===== src/rtl/matmul_pkg.sv =====
// Shared types and width helpers for the streaming matrix-multiply block.
package matmul_pkg;

   typedef enum logic [1:0] {
      ST_IDLE  = 2'd0,
      ST_ACCUM = 2'd1,
      ST_DRAIN = 2'd2,
      ST_DONE  = 2'd3
   } state_e;

   // Accumulator width: full product plus growth for M terms, never narrower than 2*dw+1.
   function automatic int unsigned acc_width_f(input int unsigned dw, input int unsigned m);
      int unsigned w;
      w = 2 * dw + int'($clog2(m));
      if (w < 2 * dw + 1) w = 2 * dw + 1;
      return w;
   endfunction

   function automatic int unsigned idx_width_f(input int unsigned n);
      return (n > 1) ? int'($clog2(n)) : 1;
   endfunction

endpackage


===== src/rtl/mac_lane.sv =====
// One signed multiply-accumulate lane; clear has priority over enable.
module mac_lane #(
   parameter int unsigned DATA_WIDTH = 16,
   parameter int unsigned ACC_WIDTH  = 35
) (
   input  logic                         clk,
   input  logic                         reset,
   input  logic                         clear,
   input  logic                         enable,
   input  logic signed [DATA_WIDTH-1:0] a,
   input  logic signed [DATA_WIDTH-1:0] b,
   output logic signed [ACC_WIDTH-1:0]  acc,
   output logic signed [ACC_WIDTH-1:0]  acc_nxt_c
);

   localparam int unsigned PW = 2 * DATA_WIDTH;

   logic signed [PW-1:0]        prod_c;
   logic signed [ACC_WIDTH-1:0] acc_d, acc_q;

   always_comb begin
      prod_c = a * b;
      acc_d  = acc_q;
      if (clear) begin
         acc_d = '0;
      end else if (enable) begin
         acc_d = acc_q + {{(ACC_WIDTH-PW){prod_c[PW-1]}}, prod_c};
      end
   end

   always_ff @(posedge clk or negedge reset) begin
      if (!reset) acc_q <= '0;
      else        acc_q <= acc_d;
   end

   assign acc       = acc_q;
   assign acc_nxt_c = acc_d;

endmodule


===== src/rtl/matmul_stream.sv =====
// Streaming N x M by M x Q matrix multiply, NUM_PE result columns per tile.
// Define MATMUL_STREAM_SAT_EN to clamp results to the signed 2*DATA_WIDTH range.
module matmul_stream import matmul_pkg::*; #(
   parameter  int unsigned DATA_WIDTH = 16,
   parameter  int unsigned N          = 4,
   parameter  int unsigned M          = 8,
   parameter  int unsigned Q          = 8,
   parameter  int unsigned NUM_PE     = 4,
   localparam int unsigned ACC_WIDTH  = acc_width_f(DATA_WIDTH, M),
   localparam int unsigned RW         = idx_width_f(N),
   localparam int unsigned CW         = idx_width_f(Q)
) (
   input  logic                         clk,
   input  logic                         reset,
   input  logic                         start,
   output logic                         busy,
   output logic                         done,
   input  logic                         in_valid,
   output logic                         in_ready,
   input  logic signed [DATA_WIDTH-1:0] in_a,
   input  logic [NUM_PE*DATA_WIDTH-1:0] in_b,
   output logic                         out_valid,
   input  logic                         out_ready,
   output logic signed [ACC_WIDTH-1:0]  out_data,
   output logic [RW-1:0]                out_row,
   output logic [CW-1:0]                out_col
);

   localparam int unsigned NUM_TILES = (Q + NUM_PE - 1) / NUM_PE;
   localparam int unsigned TW        = idx_width_f(NUM_TILES);
   localparam int unsigned KW        = idx_width_f(M);
   localparam int unsigned PW        = idx_width_f(NUM_PE);

   state_e                      state_q, state_d;
   logic [RW-1:0]               r_q, r_d;
   logic [TW-1:0]               t_q, t_d;
   logic [KW-1:0]               k_q, k_d;
   logic [PW-1:0]               p_q, p_d;
   logic                        busy_q, busy_d, done_q, done_d;
   logic                        in_ready_q, in_ready_d, out_valid_q, out_valid_d;
   logic signed [ACC_WIDTH-1:0] out_data_q, out_data_d;
   logic [RW-1:0]               out_row_q, out_row_d;
   logic [CW-1:0]               out_col_q, out_col_d;
   logic                        beat_c, out_hs_c, clear_c;
   logic                        last_k_c, last_lane_c, last_tile_c, last_row_c;
   logic [31:0]                 col_nxt_c;
   logic signed [ACC_WIDTH-1:0] acc_w     [NUM_PE];
   logic signed [ACC_WIDTH-1:0] acc_nxt_w [NUM_PE];

   function automatic logic signed [ACC_WIDTH-1:0] fmt_f(input logic signed [ACC_WIDTH-1:0] v);
`ifdef MATMUL_STREAM_SAT_EN
      logic signed [ACC_WIDTH-1:0] hi, lo;
      hi = ACC_WIDTH'({1'b0, {(2*DATA_WIDTH-1){1'b1}}});
      lo = ~hi;
      if (v > hi)      return hi;
      else if (v < lo) return lo;
      else             return v;
`else
      return v;
`endif
   endfunction

   for (genvar p = 0; p < NUM_PE; p++) begin : g_lane
      mac_lane #(
         .DATA_WIDTH (DATA_WIDTH),
         .ACC_WIDTH  (ACC_WIDTH)
      ) u_mac (
         .clk       (clk),
         .reset     (reset),
         .clear     (clear_c),
         .enable    (beat_c),
         .a         (in_a),
         .b         (in_b[p*DATA_WIDTH +: DATA_WIDTH]),
         .acc       (acc_w[p]),
         .acc_nxt_c (acc_nxt_w[p])
      );
   end

   assign beat_c      = (state_q == ST_ACCUM) && in_valid && in_ready_q;
   assign out_hs_c    = out_valid_q && out_ready;
   assign last_k_c    = (k_q == KW'(M - 1));
   assign last_tile_c = (t_q == TW'(NUM_TILES - 1));
   assign last_row_c  = (r_q == RW'(N - 1));
   assign col_nxt_c   = 32'(t_q) * NUM_PE + 32'(p_q) + 32'd1;
   // Lanes past column Q-1 in the final tile are skipped.
   assign last_lane_c = (p_q == PW'(NUM_PE - 1)) || (col_nxt_c >= Q);

   always_ff @(posedge clk or negedge reset) begin
      if (!reset) state_q <= ST_IDLE;
      else        state_q <= state_d;
   end

   always_comb begin
      state_d = state_q;
      case (state_q)
         ST_IDLE:  if (start) state_d = ST_ACCUM;
         ST_ACCUM: if (beat_c && last_k_c) state_d = ST_DRAIN;
         ST_DRAIN: if (out_hs_c && last_lane_c)
                      state_d = (last_tile_c && last_row_c) ? ST_DONE : ST_ACCUM;
         ST_DONE:  state_d = ST_IDLE;
         default:  state_d = ST_IDLE;
      endcase
   end

   always_comb begin
      r_d         = r_q;
      t_d         = t_q;
      k_d         = k_q;
      p_d         = p_q;
      clear_c     = 1'b0;
      out_valid_d = out_valid_q;
      out_data_d  = out_data_q;
      out_row_d   = out_row_q;
      out_col_d   = out_col_q;
      case (state_q)
         ST_IDLE: begin
            if (start) begin
               r_d     = '0;
               t_d     = '0;
               k_d     = '0;
               p_d     = '0;
               clear_c = 1'b1;
            end
         end
         ST_ACCUM: begin
            if (beat_c) begin
               if (last_k_c) begin
                  // Lane 0 is presented straight from the final beat's sum.
                  k_d         = '0;
                  p_d         = '0;
                  out_valid_d = 1'b1;
                  out_data_d  = fmt_f(acc_nxt_w[0]);
                  out_row_d   = r_q;
                  out_col_d   = CW'(32'(t_q) * NUM_PE);
               end else begin
                  k_d = k_q + 1'b1;
               end
            end
         end
         ST_DRAIN: begin
            if (out_hs_c) begin
               if (last_lane_c) begin
                  out_valid_d = 1'b0;
                  if (state_d == ST_ACCUM) begin
                     clear_c = 1'b1;
                     if (last_tile_c) begin
                        t_d = '0;
                        r_d = r_q + 1'b1;
                     end else begin
                        t_d = t_q + 1'b1;
                     end
                  end
               end else begin
                  p_d        = p_q + 1'b1;
                  out_data_d = fmt_f(acc_w[p_q + 1'b1]);
                  out_col_d  = out_col_q + 1'b1;
               end
            end
         end
         default: ;
      endcase
      busy_d     = (state_d != ST_IDLE);
      done_d     = (state_d == ST_DONE);
      in_ready_d = (state_d == ST_ACCUM);
   end

   always_ff @(posedge clk or negedge reset) begin
      if (!reset) begin
         r_q         <= '0;
         t_q         <= '0;
         k_q         <= '0;
         p_q         <= '0;
         busy_q      <= 1'b0;
         done_q      <= 1'b0;
         in_ready_q  <= 1'b0;
         out_valid_q <= 1'b0;
         out_data_q  <= '0;
         out_row_q   <= '0;
         out_col_q   <= '0;
      end else begin
         r_q         <= r_d;
         t_q         <= t_d;
         k_q         <= k_d;
         p_q         <= p_d;
         busy_q      <= busy_d;
         done_q      <= done_d;
         in_ready_q  <= in_ready_d;
         out_valid_q <= out_valid_d;
         out_data_q  <= out_data_d;
         out_row_q   <= out_row_d;
         out_col_q   <= out_col_d;
      end
   end

   assign busy      = busy_q;
   assign done      = done_q;
   assign in_ready  = in_ready_q;
   assign out_valid = out_valid_q;
   assign out_data  = out_data_q;
   assign out_row   = out_row_q;
   assign out_col   = out_col_q;

endmodule


===== config.mk =====
export PLATFORM = sky130hd
export DESIGN_NAME = matmul_stream
export DESIGN_NICKNAME = d
export VERILOG_FILES = /design/src/rtl/matmul_pkg.sv /design/src/rtl/mac_lane.sv /design/src/rtl/matmul_stream.sv
export SDC_FILE = /design/constraint.sdc
export NUM_CORES = 2
export LEC_CHECK = 0
export CAP_MARGIN = 10
export CORE_MARGIN = 4
export CORE_UTILIZATION = 55
export CTS_BUF_LIST = sky130_fd_sc_hd__clkbuf_4
export CTS_CLUSTER_DIAMETER = 80
export DETAILED_ROUTE_END_ITERATION = 12
export GPL_ROUTABILITY_DRIVEN = 0
export PLACE_DENSITY = 0.72
export SLEW_MARGIN = 20
export SYNTH_ARGS = -nofsm -noshare
export SYNTH_HDL_FRONTEND = slang
export SYNTH_HIERARCHICAL = 1
export SYNTH_SLANG_ARGS = --single-unit
export TNS_END_PERCENT = 50

===== constraint.sdc =====
create_clock -name clk -period 10.2 [get_ports clk]
set_input_delay 2.04 -clock clk [delete_from_list [all_inputs] [get_ports clk]]
set_output_delay 2.04 -clock clk [all_outputs]
set_load 0.02 [all_outputs]

# Word level (Yosys, flattened, before mapping)
# Cells that the tools add are included.
# word_totals
regBits	194
out_inout_bits	44
wordCells	128
# op_classes
add_sub_neg	11
n_mul	4
order_cmp	2
eq_ne	16
n_mux	57
bitwise	1
reduce_logical	21
# ops
operator	count
35-bit two-way mux	14
35-bit adder	4
16-bit by 16-bit multiplier with 32-bit output	4
35-bit binary-select mux with 2-bit select	1
35-bit case mux with 2 select lines	1
2-bit two-way mux	13
3-bit two-way mux	7
2-bit inequality test, second input constant	8
5-bit AND reduction	3
1-bit two-way mux	13
3-bit case mux with 2 select lines	2
6-bit AND reduction	2
2-bit == test, second input constant	5
2-bit nonzero test	5
2-bit case mux with 4 select lines	1
3-bit by 1-bit adder with 3-bit output, second input constant	2
1-bit logical AND	6
1-bit case mux with 2 select lines	3
2-bit case mux with 3 select lines	1
3-bit AND reduction	2
4-bit by 1-bit adder with 5-bit output, second input constant	1
5-bit by 4-bit >= comparator with 1-bit output, second input constant	1
2-bit by 1-bit adder with 2-bit output, second input constant	2
3-bit by 2-bit adder with 4-bit output	1
other kinds (9)	10

# Depth between registers and ports, before layout
# depth
depth_word	16
depth_mapped	37
mapped_depth_nobuf	36

# By module
# Netlist, hierarchy kept.
# modules_own_cells
module	n_inst	cells_each	area_per_inst_um2	seq_area_each_um2
mac_lane at g_lane[0].u_mac	1	1453	12963.7	875.8
mac_lane at g_lane[3].u_mac	1	1437	12941.2	875.8
mac_lane at g_lane[1].u_mac	1	1431	12876.1	875.8
mac_lane at g_lane[2].u_mac	1	1432	12809.8	875.8
matmul_stream	1	331	3389.5	1351.3

# Least setup slack after synthesis
# Ideal clock, no wire load.
# synth_timing
path_kind	input port to flip-flop
startpoint	input port in_a[1]
endpoint	register out_data_q[34] (netlist: out_data[34])
arrival_time_ns	9.622
path_slack_ns	0.437
stages	31
path_buffers	1
cell_sequence	clkbuf_1 nand2_1 fa_1 fa_1 inv_1 fa_1 fa_1 fa_1 inv_1 fa_1 inv_1 ha_1 a21o_1 a21o_1 a21o_1 a21oi_1 nor2b_1 a311oi_1 o21ai_1 a221o_1 or4_1 and4_1 ha_1 o21ai_0 a21o_1 o311ai_0 a21bo_2 mux2i_1 mux2_1 nand2_1 a31oi_1
# synth_rtl
item	line	rtl
from (decl)	matmul_stream.sv:20	input logic signed [DATA_WIDTH-1:0] in_a,
to (signal assigned)	matmul_stream.sv:189	out_data_q <= out_data_d;
to (decl)	matmul_stream.sv:41	logic signed [ACC_WIDTH-1:0] out_data_q, out_data_d;

==> impl_metrics.env <==
export IMPL_status="finished, final reports clean"
export IMPL_arrival_ns=10.36
export IMPL_synth_seq_cells=194
export IMPL_hold_viol=0
export IMPL_grt_max_degree=73
export IMPL_utilization_pct=62.32
export IMPL_cts_htree_levels=4
export IMPL_timing_rr_start="state_q[0]"
export IMPL_required_ns=10.70
export IMPL_synth_area_leaders="fa_1 38%, ha_1 11%, dfrtp_1 8.8%"
export IMPL_critPathCaptureType="flop"
export IMPL_crit_path_max_fanout=8
export IMPL_max_slew_worst_pin_slew_ns=1.050
export IMPL_cts_root_buf="clkbuf_4"
export IMPL_synthArstFlopShare_pct=100.0
export IMPL_area_delta_synth_final_pct=12.05
export IMPL_postCtsHoldBufs=0
export IMPL_syn_inst=6084
export IMPL_cts_buffers=17
export IMPL_grt_use_total_pct=29.67
export IMPL_clock_sinks=194
export IMPL_clkLatencyLatePin_ns=0.65
export IMPL_dp_hpwl_um=129800
export IMPL_fin_crit_sh_pct=96.75
export IMPL_clk_pin_slew_ns=0.20
export IMPL_cts_tree="built"
export IMPL_setup_violations=0
export IMPL_slew_headroom_pct=29.94
export IMPL_drc=0
export IMPL_synth_top_area_share_pct=38.31
export IMPL_grt_pass1_wl_um=245100
export IMPL_num_rows=115
export IMPL_die_y_um=324.2
export IMPL_fmax_mhz=101.3
export IMPL_yosys_top_cells_count="1272 x inv_1, 1052 x fa_1, 682 x nand2_1"
export IMPL_cpMaxStageDelayCell="fa_1"
export IMPL_dieArea_sq_mm=0.1051
export IMPL_fin_area_sq_mm=0.06160
export IMPL_ioPinCount=129
export IMPL_yosys_area_share_xor_xnor_pct=3.746
export IMPL_synth_fp_nets=7694
export IMPL_yosys_warnings=6
export IMPL_drtIter0Drc=3067
export IMPL_drive_above_1_share_pct=10.41
export IMPL_muxShareOfSynthArea_pct=3.106
export IMPL_crit_top_cell="fa_1"
export IMPL_post_drt_wl_per_cell_um=19.04
export IMPL_grt_pass1_vias=46246
export IMPL_synth_cell_type_count=107
export IMPL_synth_edf_count=0
export IMPL_critPathKind="input pin to flop"
export IMPL_rsz0062_at_grt="yes"
export IMPL_syn_area_sq_mm=0.05498
export IMPL_core_region_area_sq_mm=0.09885
export IMPL_synth_adder_area_share_pct=49.07
export IMPL_die_x_um=324.2
export IMPL_start_util_pct=55.62
export IMPL_synth_compound_area_share_pct=9.342
export IMPL_drv_cap=0
export IMPL_gr_total_overflow=0
export IMPL_avgSynthCellArea_sq_um=9.037
export IMPL_vias=43735
export IMPL_fillers=8322
export IMPL_fin_crit_ns=9.869
export IMPL_max_stage_delay_ns=0.58
export IMPL_fin_skew_ns=0.04330
export IMPL_via_per_inst=5.561
export IMPL_nets=8170
export IMPL_worstSetupStartpoint="in_b[4]"
export IMPL_startpoint_type="input pin"
export IMPL_synth_top_cell_by_area="fa_1"
export IMPL_synth_top_family_by_area="adder cells"
export IMPL_dr_pass1_iters=6
export IMPL_antenna_found_initial=8
export IMPL_cts_setup_buffers=0
export IMPL_yosys_area_share_simple_pct=15.77
export IMPL_ant_nets=0
export IMPL_clock_path_buffers=2
export IMPL_drv_slew=0
export IMPL_r2r_setup_slack_ns=6.47
export IMPL_place_area_sq_mm=0.06128
export IMPL_crit_end="out_data[34]"
export IMPL_drt_wl_total_um=149700
export IMPL_yosysMostFrequentCell="inv_1"
export IMPL_synth_seq_area_share_pct=8.830
export IMPL_port_buffers=128
export IMPL_synth_ff_type="dfrtp_1"
export IMPL_rr_worst_depth=8
export IMPL_r2r_end="out_data[28]"
export IMPL_hold_class="flop to flop"
## per-layer routing
layer / global-route usage, % / up-vias / wire length, um
li1: - / 19866 / -
met3: 5.394 / 322 / 12120
met5: 0 / - / 13
met1: 40.11 / 22023 / 61430
met2: 47.61 / 1522 / 68410
met4: 12.28 / 2 / 7745
## layout make-up
cell class / instances / area, sq um / area share (%)
diodes: 5 / 12.51 / 0.02031
clock buffers: 18 / 135.1 / 0.2194
clock inverters: 14 / 135.1 / 0.2194
inverters: 1272 / 4775 / 7.750
multi-input cells: 4421 / 44600 / 72.39
flip-flops and latches: 194 / 4856 / 7.882
well taps: 1287 / 1610 / 2.614
repair buffers: 654 / 5484 / 8.902
## worst min path at each step
stage | start | end | cells past startpoint
floorplan | g_lane[1].u_mac/acc[27] | g_lane[1].u_mac/acc[27] | 2
global placement | out_row[0] | out_row[0] | 1
detailed placement | out_col[1] | out_col[1] | 1
CTS | p_q[1] | p_q[1] | 2
global route | out_row[0] | out_row[0] | 1
finish | k_q[1] | k_q[1] | 2
## worst max-delay path, delay by kind of cell
kind,cells,cell delay [ns]
simple gates,4,0.91
buf+inv,7,1.18
mux,2,0.53
fa+ha+maj,8,3.68
compound gates,10,2.00
## cell usage in the layout, fill, tap and decap left out, types with 93 or more instances in the layout
cell	Yosys	routed
inv_1	1272	1272
fa_1	1052	1052
nand2_1	682	681
buf_4	4	501
and2_1	485	485
ha_1	473	473
nor2_1	324	322
a21oi_1	207	205
dfrtp_1	194	193
xnor2_1	171	171
clkdlybuf4s50_1	0	106
a21o_1	95	95
o21ai_0	95	93
## stage by stage
| step | hold WS [ns] | setup WS (ns) | setup TNS [ns] | std cells |
|---|---|---|---|---|
| after CTS | 0.5641 | 0.2720 | 0 | 7860 |
| after global routing | 0.5964 | -0.01847 | -0.02682 | 7861 |
| after global placement | 0.5163 | -0.2259 | -0.7797 | 7828 |
| after detailed placement | 0.5226 | -0.3912 | -1.871 | 7828 |
| after floorplan | 0.4793 | 0.4366 | 0 | 6084 |
| final | 0.5663 | 0.3311 | 0 | 7865 |
## cells by family after synthesis
group	after synthesis
compound gates	746
flops	194
buf+inv	1469
xor+xnor	233
fa+ha+maj	1525
mux	126
simple gates	1791
## registers in the layout (all words and copies together) (netlist names)
| signal | count |
|---|---|
| g_lane.u_mac/acc | 140 |
| out_data | 35 |
| k_q | 3 |
| out_col | 3 |
| out_row | 2 |
| p_q | 2 |
| r_q | 2 |
| state_q | 2 |
| busy | 1 |
| done | 1 |
| in_ready | 1 |
| last_tile_c | 1 |
| out_valid | 1 |
## timing repair
action / 4_1_cts / 5_1_grt
setup endpoints to repair: 0 / 5
endpoints found under the hold margin: 0 / 0
gates resized for setup: 0 / 17
Power is not shown: default switching activity piles up to over one toggle a cycle in this logic, so the estimate is an artifact.
